## config.mk

```make
export PLATFORM = sky130hd
export DESIGN_NAME = baud_cfg_ctrl_flat
export DESIGN_NICKNAME = d
export VERILOG_FILES = /design/src/rtl/baud_cfg_ctrl_pkg.sv /design/src/rtl/baud_cfg_ctrl_if.sv /design/src/rtl/baud_div_lut.sv /design/src/rtl/baud_cfg_ctrl.sv /design/src/flat_wrapper.sv
export SDC_FILE = /design/constraint.sdc
export NUM_CORES = 1
export LEC_CHECK = 0
export CAP_MARGIN = 20
export CELL_PAD_IN_SITES_DETAIL_PLACEMENT = 1
export CELL_PAD_IN_SITES_GLOBAL_PLACEMENT = 2
export CORE_MARGIN = 3
export CORE_UTILIZATION = 33
export CTS_BUF_LIST = sky130_fd_sc_hd__clkbuf_8
export DETAILED_ROUTE_END_ITERATION = 6
export PLACE_DENSITY = 0.82
export SLEW_MARGIN = 20
export SYNTH_ARGS = -nofsm -noshare
export SYNTH_HDL_FRONTEND = slang
export SYNTH_SLANG_ARGS = --single-unit
```

## constraint.sdc

```tcl
create_clock -name clk -period 2.43 [get_ports clk]
set_input_delay 0.486 -clock clk [delete_from_list [all_inputs] [get_ports clk]]
set_output_delay 0.486 -clock clk [all_outputs]
set_load 0.1 [all_outputs]
```

## src/rtl/baud_cfg_ctrl_pkg.sv

```systemverilog
// Shared constants for the UART baud configuration controller: baud codes,
// the 100 MHz bit-period table and the controller FSM encoding.
package baud_cfg_ctrl_pkg;

   localparam int CODE_W = 4;
   localparam int DIV_W  = 19;

   localparam logic [CODE_W-1:0] BAUD_300     = 4'd0;
   localparam logic [CODE_W-1:0] BAUD_1200    = 4'd1;
   localparam logic [CODE_W-1:0] BAUD_2400    = 4'd2;
   localparam logic [CODE_W-1:0] BAUD_4800    = 4'd3;
   localparam logic [CODE_W-1:0] BAUD_9600    = 4'd4;
   localparam logic [CODE_W-1:0] BAUD_19200   = 4'd5;
   localparam logic [CODE_W-1:0] BAUD_38400   = 4'd6;
   localparam logic [CODE_W-1:0] BAUD_57600   = 4'd7;
   localparam logic [CODE_W-1:0] BAUD_115200  = 4'd8;
   localparam logic [CODE_W-1:0] BAUD_230400  = 4'd9;
   localparam logic [CODE_W-1:0] BAUD_460800  = 4'd10;
   localparam logic [CODE_W-1:0] BAUD_921600  = 4'd11;
   localparam logic [CODE_W-1:0] BAUD_DEFAULT = BAUD_9600;

   localparam logic [DIV_W-1:0] DIV_300     = 19'd333333;
   localparam logic [DIV_W-1:0] DIV_1200    = 19'd83333;
   localparam logic [DIV_W-1:0] DIV_2400    = 19'd41667;
   localparam logic [DIV_W-1:0] DIV_4800    = 19'd20833;
   localparam logic [DIV_W-1:0] DIV_9600    = 19'd10417;
   localparam logic [DIV_W-1:0] DIV_19200   = 19'd5208;
   localparam logic [DIV_W-1:0] DIV_38400   = 19'd2604;
   localparam logic [DIV_W-1:0] DIV_57600   = 19'd1736;
   localparam logic [DIV_W-1:0] DIV_115200  = 19'd868;
   localparam logic [DIV_W-1:0] DIV_230400  = 19'd434;
   localparam logic [DIV_W-1:0] DIV_460800  = 19'd217;
   localparam logic [DIV_W-1:0] DIV_921600  = 19'd109;

   localparam logic [1:0] ST_RUN   = 2'd0;
   localparam logic [1:0] ST_DRAIN = 2'd1;
   localparam logic [1:0] ST_LOAD  = 2'd2;

   // Unused codes fall back to 9600 baud so a bad request never stalls the link.
   function automatic logic [DIV_W-1:0] baud_divisor(input logic [CODE_W-1:0] code);
      case (code)
         BAUD_300:    return DIV_300;
         BAUD_1200:   return DIV_1200;
         BAUD_2400:   return DIV_2400;
         BAUD_4800:   return DIV_4800;
         BAUD_9600:   return DIV_9600;
         BAUD_19200:  return DIV_19200;
         BAUD_38400:  return DIV_38400;
         BAUD_57600:  return DIV_57600;
         BAUD_115200: return DIV_115200;
         BAUD_230400: return DIV_230400;
         BAUD_460800: return DIV_460800;
         BAUD_921600: return DIV_921600;
         default:     return DIV_9600;
      endcase
   endfunction

endpackage

```

## src/rtl/baud_cfg_ctrl_if.sv

```systemverilog
// Host-side configuration bus of the baud controller: request/code in,
// busy/ack/err status and the active code/divisor out.
interface baud_cfg_ctrl_if;
   import baud_cfg_ctrl_pkg::*;

   logic              cfg_req;
   logic [CODE_W-1:0] cfg_code;
   logic              cfg_busy;
   logic              cfg_ack;
   logic              cfg_err;
   logic [CODE_W-1:0] cur_code;
   logic [DIV_W-1:0]  divisor;

   modport master (
      output cfg_req, cfg_code,
      input  cfg_busy, cfg_ack, cfg_err, cur_code, divisor
   );

   modport slave (
      input  cfg_req, cfg_code,
      output cfg_busy, cfg_ack, cfg_err, cur_code, divisor
   );

endinterface

```

## src/rtl/baud_div_lut.sv

```systemverilog
// Combinational map from a 4-bit baud code to the 19-bit bit period in clk cycles.
module baud_div_lut
   import baud_cfg_ctrl_pkg::*;
(
   input  logic [CODE_W-1:0] code,
   output logic [DIV_W-1:0]  divisor
);

   always_comb begin
      divisor = baud_divisor(code);
   end

endmodule

```

## src/rtl/baud_cfg_ctrl.sv

```systemverilog
// Run-time baud configuration controller: drains TX/RX before switching the
// divisor, then restarts the bit and 16x oversample tick counters.
module baud_cfg_ctrl
   import baud_cfg_ctrl_pkg::*;
#(
   parameter logic [CODE_W-1:0] RESET_CODE = BAUD_DEFAULT,
   parameter int                OS_SHIFT   = 4,
   parameter int                DRAIN_TMO  = 1_000_000
) (
   input  logic          clk,
   input  logic          rst,
   input  logic          tick_en,
   input  logic          tx_busy,
   input  logic          rx_busy,
   output logic          bit_tick,
   output logic          os_tick,
   baud_cfg_ctrl_if.slave cfg
);

   localparam int                TMO_W     = (DRAIN_TMO > 1) ? $clog2(DRAIN_TMO) : 1;
   localparam logic [TMO_W-1:0]  TMO_LAST  = TMO_W'(DRAIN_TMO - 1);
   localparam logic [DIV_W-1:0]  RESET_DIV = baud_divisor(RESET_CODE);

   logic [1:0]        state;
   logic [CODE_W-1:0] pend_code;
   logic [CODE_W-1:0] cur_code;
   logic              force_apply;
   logic [TMO_W-1:0]  tmo;
   logic [DIV_W-1:0]  divisor;
   logic [DIV_W-1:0]  lut_div;
   logic [DIV_W-1:0]  bit_cnt;
   logic [DIV_W-1:0]  os_cnt;
   logic [DIV_W-1:0]  bit_last;
   logic [DIV_W-1:0]  os_last;
   logic              ack;
   logic              err;

   baud_div_lut u_lut (
      .code    (pend_code),
      .divisor (lut_div)
   );

   assign bit_last = divisor - DIV_W'(1);
   assign os_last  = (divisor >> OS_SHIFT) - DIV_W'(1);

   // NOTE: every register below is written with <= so all of them see the
   // pre-edge values of each other, exactly like the flops they become.
   always_ff @(posedge clk) begin
      if (!rst) begin
         state       <= ST_RUN;
         pend_code   <= RESET_CODE;
         cur_code    <= RESET_CODE;
         divisor     <= RESET_DIV;
         force_apply <= 1'b0;
         tmo         <= '0;
         ack         <= 1'b0;
         err         <= 1'b0;
      end else begin
         ack <= 1'b0;
         err <= 1'b0;
         case (state)
            ST_RUN: begin
               if (cfg.cfg_req) begin
                  pend_code   <= cfg.cfg_code;
                  force_apply <= 1'b0;
                  tmo         <= '0;
                  state       <= ST_DRAIN;
               end
            end
            ST_DRAIN: begin
               // An idle link wins over a simultaneous timeout: that apply is clean.
               if (!tx_busy && !rx_busy) begin
                  force_apply <= 1'b0;
                  state       <= ST_LOAD;
               end else if (tmo == TMO_LAST) begin
                  force_apply <= 1'b1;
                  state       <= ST_LOAD;
               end else begin
                  tmo <= tmo + TMO_W'(1);
               end
            end
            ST_LOAD: begin
               divisor  <= lut_div;
               cur_code <= pend_code;
               tmo      <= '0;
               ack      <= 1'b1;
               err      <= force_apply;
               state    <= ST_RUN;
            end
            default: state <= ST_RUN;
         endcase
      end
   end

   // Ticks keep the old divisor until LOAD, which restarts both counters from 0.
   always_ff @(posedge clk) begin
      if (!rst || !tick_en) begin
         bit_cnt  <= '0;
         os_cnt   <= '0;
         bit_tick <= 1'b0;
         os_tick  <= 1'b0;
      end else begin
         bit_tick <= (bit_cnt == bit_last);
         os_tick  <= (os_cnt == os_last);
         if (state == ST_LOAD) begin
            bit_cnt <= '0;
            os_cnt  <= '0;
         end else begin
            bit_cnt <= (bit_cnt == bit_last) ? '0 : bit_cnt + DIV_W'(1);
            os_cnt  <= (os_cnt == os_last)   ? '0 : os_cnt + DIV_W'(1);
         end
      end
   end

   assign cfg.cfg_busy = (state != ST_RUN);
   assign cfg.cfg_ack  = ack;
   assign cfg.cfg_err  = err;
   assign cfg.cur_code = cur_code;
   assign cfg.divisor  = divisor;

endmodule
```

## src/flat_wrapper.sv

```systemverilog
// flat-port wrapper written by rule: the top's interface ports become plain ports
module baud_cfg_ctrl_flat import baud_cfg_ctrl_pkg::*;
#(
   parameter logic [CODE_W-1:0] RESET_CODE = BAUD_DEFAULT,
   parameter int                OS_SHIFT   = 4,
   parameter int                DRAIN_TMO  = 1_000_000
)
  (clk, rst, tick_en, tx_busy, rx_busy, bit_tick, os_tick, cfg_cfg_req, cfg_cfg_code, cfg_cfg_busy, cfg_cfg_ack, cfg_cfg_err, cfg_cur_code, cfg_divisor);
  baud_cfg_ctrl_if cfg_i ();
  input  logic clk;
  input  logic rst;
  input  logic tick_en;
  input  logic tx_busy;
  input  logic rx_busy;
  output logic bit_tick;
  output logic os_tick;
  input wire logic [$bits(cfg_i.cfg_req)-1:0] cfg_cfg_req;
  input wire logic [$bits(cfg_i.cfg_code)-1:0] cfg_cfg_code;
  output wire logic [$bits(cfg_i.cfg_busy)-1:0] cfg_cfg_busy;
  output wire logic [$bits(cfg_i.cfg_ack)-1:0] cfg_cfg_ack;
  output wire logic [$bits(cfg_i.cfg_err)-1:0] cfg_cfg_err;
  output wire logic [$bits(cfg_i.cur_code)-1:0] cfg_cur_code;
  output wire logic [$bits(cfg_i.divisor)-1:0] cfg_divisor;
  assign cfg_i.cfg_req = cfg_cfg_req;
  assign cfg_i.cfg_code = cfg_cfg_code;
  assign cfg_cfg_busy = cfg_i.cfg_busy;
  assign cfg_cfg_ack = cfg_i.cfg_ack;
  assign cfg_cfg_err = cfg_i.cfg_err;
  assign cfg_cur_code = cfg_i.cur_code;
  assign cfg_divisor = cfg_i.divisor;
  baud_cfg_ctrl #(.RESET_CODE(RESET_CODE), .OS_SHIFT(OS_SHIFT), .DRAIN_TMO(DRAIN_TMO)) u_core (.clk(clk), .rst(rst), .tick_en(tick_en), .tx_busy(tx_busy), .rx_busy(rx_busy), .bit_tick(bit_tick), .os_tick(os_tick), .cfg(cfg_i));
endmodule
```

==> flow_summary.toml <==
[logic_synthesis]
avgSynthCellArea_um2 = 8.373
synth_edf_count = 0
ys_ff_latch = 91
dominantRegCellSynth = "dfxtp_1"
synth_top_area_share_pct = 36.02
syn-num-nets = 625
ys_types = 62
synthTopCellsByArea = "dfxtp_1 (36%), xor2_1 (8.3%), xnor2_1 (7.1%)"
synth_top_area_cell = "dfxtp_1"
ys_seq_area_share_pct = 36.02
syn_inst = 604
yosysWarnings = 0
synth_area_mm2 = 0.005057
async_flop_share_pct = 0

[route]
drtIter0Drc = 161
wl_per_cell_um = 17.68
final_antenna_net_count = 0
finalWirelength_um = 15140
drtPass1Iterations = 4
post_drt_via_cell_ratio = 5.384
via_count = 4609
drc = 0

[sta]
fmax_mhz = 409.1
fin_skew_ns = 0.01530
min_period_ns = 2.444
maxSlewViolCount = 0
hold_viol = 0
finalWorstSetupSlack_ns = -0.01431
relSlewSlack_pct = 50.60
rsz0062_at_grt = "yes"
period_share_pct = 100.6
hold_ws_ns = 0.4798
worst_slew_pin_slew_ns = 0.7400
finalSetupViolations = 1
setup_tns_ns = -0.01431

[grt]
grt_start_max_net_pins = 34
grt_usage_pct = 18.09
antenna_found_initial = 0
grt_pass1_vias = 4779
grt_pass1_wl_um = 24180
grt_overflow = 0

[run_status]
status = "finished with violations"
failed_checks = "negative setup slack"

[placed_design]
pre_cts_ws_ns = -0.08958
hpwl_um = 10970
port_buffers = 36
dp_cells = 827
gp_congestion = 0.8526

[power_and_ir_drop]
p_leak_nw = 2.249
seq_power_share_pct = 53.8
max-vdd-ir-drop_v = 0.0002353
switching_power_mw = 0.8016
p_per_area_mw_per_mm2 = 454.9
power_mw = 2.847
p_clk_share_pct = 36.4
p_sw_share_pct = 28.15
internal_power_mw = 2.046
power_frac_comb_pct = 9.8

[setup_path]
crit_end = "u_core.os_tick"
reg2reg_to = "u_core.os_tick"
crit_path_start_kind = "flip-flop"
end_kind = "flip-flop"
arrival_ns = 2.77
cp.buffers_inverters = 4
crit_top_cell = "buf_4"
r2r-start = "u_core.cfg.divisor[9]"
cp_data_required_time_ns = 2.76
crit_cells = 10
cp_cell_sequence = "nor4_4, buf_4, nand4_1, buf_4, o21ai_0, o211ai_1, nor4_2, buf_4, buf_6, and3_1"
critPathKind = "reg2reg"
critPathMaxFanout = 7
worst_path_max_delay_cell = "dfxtp_4"
max_stage_delay_ns = 0.38
worst_r2r_path_depth = 10
startpoint = "u_core.cfg.divisor[9]"
cp_top_family = "simple AND/OR/NAND/NOR gates"
r2r_slack_ns = -0.01

[clock_tree]
cts_num_sinks = 91
clock_path_buffers = 2
numCtsBuffers = 9
clk_latency_ns = 0.38
cts_tree = "yes"
root_buffer = "clkbuf_8"
h-tree-depth = 3
clkTransAtPathRegs_ns = 0.10

[finish]
nNetsFinal = 688
drive_gt1_share_pct = 22.17
fill_cells = 1743
syn_to_final_growth_pct = 23.78
stdcell_count = 856
diodes = 0

[die]
core_mm2 = 0.01475
row_count = 44
die_area_mm2 = 0.01685
start_util_pct = 34.28
die_width_um = 129.8
io_pins = 38
die-height_um = 129.8

[job]
maxCapViolations = 0

[min_path]
min_path_type = "reg2reg"
-- placed cells by master, fill, tap and decap left out, types with 3 or more instances in the layout --
| master | netlist | routed |
|---|---|---|
| buf_6 | 1 | 6 |
| o211ai_1 | 9 | 9 |
| or3_1 | 3 | 3 |
| nand2_1 | 45 | 44 |
| nor4_4 | 1 | 3 |
| clkdlybuf4s50_1 | 0 | 9 |
| inv_1 | 16 | 13 |
| xnor2_1 | 41 | 40 |
| and2_4 | 0 | 3 |
| dfxtp_1 | 91 | 73 |
| dfxtp_2 | 0 | 11 |
| and4_1 | 4 | 4 |
| nor2b_1 | 19 | 18 |
| and3_1 | 13 | 13 |
| a211oi_1 | 5 | 3 |
| nand4_1 | 17 | 17 |
| nand2b_1 | 4 | 4 |
| xor2_1 | 48 | 48 |
| nor3_1 | 48 | 45 |
| a21boi_0 | 6 | 6 |
| mux2i_1 | 4 | 4 |
| a22oi_1 | 5 | 5 |
| a21oi_1 | 18 | 18 |
| a31oi_1 | 7 | 7 |
| nand3_1 | 29 | 28 |
| buf_4 | 3 | 69 |
| clkbuf_8 | 0 | 11 |
| and2_1 | 6 | 3 |
| nor3_2 | 0 | 3 |
| dfxtp_4 | 0 | 7 |
| o21ai_0 | 24 | 22 |
| ha_1 | 11 | 9 |
| nor2_1 | 49 | 48 |
-- per-stage QoR --
stage	cell area [µm²]	utilization [%]
6_report	6260	42.43
5_1_grt	6260	42.43
4_1_cts	6007	40.71
3_5_place_dp	5784	39.20
3_3_place_gp	5784	39.20
2_1_floorplan	5136	-
-- worst min-delay path, cell delays in order (launching register included) --
cell	delay, ns
dfxtp_1	0.33
nand2_1	0.05
a21boi_0	0.07
-- worst min path at each step --
stage / start / depth (start not counted) / to / slack, ns
after floorplan: u_core.tmo[1] / 2 / u_core.tmo[1] / 0.44
after global placement: u_core.cfg.cur_code[3] / 2 / u_core.cfg.cur_code[3] / 0.46
after detailed placement: u_core.tmo[1] / 2 / u_core.tmo[1] / 0.47
after CTS: u_core.tmo[1] / 2 / u_core.tmo[1] / 0.49
after global routing: u_core.cfg.cur_code[0] / 2 / u_core.cfg.cur_code[0] / 0.52
final: u_core.cfg.cur_code[0] / 2 / u_core.cfg.cur_code[0] / 0.48
-- cells by family (layout without fill, tap and decap cells) --
logic type	after synthesis	after routing	share of synthesized area (%)
xor gates and xnor gates	89	89	15.41
adders and majority gates	11	11	2.721
muxes	4	4	0.7917
DFF	91	91	36.02
and+or+nand+nor	258	258	27.12
buffers and inverters	51	119	4.305
AOI/OAI and AO/OA	99	99	13.56
other	1	1	0.07415
-- synthesized netlist by cell type (all sizes together), types with 13 or more instances --
master / n
nor3: 48
clkbuf: 24
o21ai: 24
nand3: 29
nor2: 49
xor2: 48
a21oi: 18
nand2: 45
nor2b: 20
dfxtp: 91
inv: 16
nand4: 17
and3: 13
xnor2: 41
-- layout make-up --
type	instances	area, µm²	share of cell area [%]
Inverter	16	62.56	0.9994
Clock inverter	5	43.79	0.6996
Timing Repair Buffer	87	740.7	11.83
Clock buffer	11	151.4	2.419
Sequential cell	91	1862	29.74
Tap cell	184	230.2	3.678
Multi-Input combinational cell	462	3169	50.63
-- registers in the layout, summed over array words and instances, names as in the netlist, 2 cells and up --
register             flops
u_core.tmo              20
u_core.bit_cnt          19
u_core.os_cnt           19
u_core.cfg.divisor      18
u_core.cfg.cur_code      4
u_core.pend_code         4
u_core.state             2
-- routing by layer --
| layer | vias up | part of all wire, % | global-route usage, % |
|---|---|---|---|
| met4 | 0 | 1.7 | 6.418 |
| met1 | 2271 | 44 | 21.59 |
| met5 | - | 0 | 0 |
| met3 | 21 | 2.8 | 3.848 |
| met2 | 64 | 52 | 32.06 |
| li1 | 2253 | - | - |
-- power by group through the flow --
stage / clock [mW] / combinational [mW] / sequential, mW
after floorplan: 0 / 0.160 / 1.58
after global placement: 0 / 0.251 / 1.57
after detailed placement: 0 / 0.256 / 1.57
after CTS: 1.08 / 0.257 / 1.53
after global routing: 1.15 / 0.301 / 1.54
final: 1.04 / 0.278 / 1.53
-- what timing repair did --
item | CTS | global route
endpoints found under the setup margin | 34 | 54
setup buffers | 0 | 11
hold buffers | 0 | 0
gates resized for setup | 7 | 31
gates cloned | 0 | 3
pin swaps | 3 | 20
Note: power is estimated with default switching activity, not from simulation.
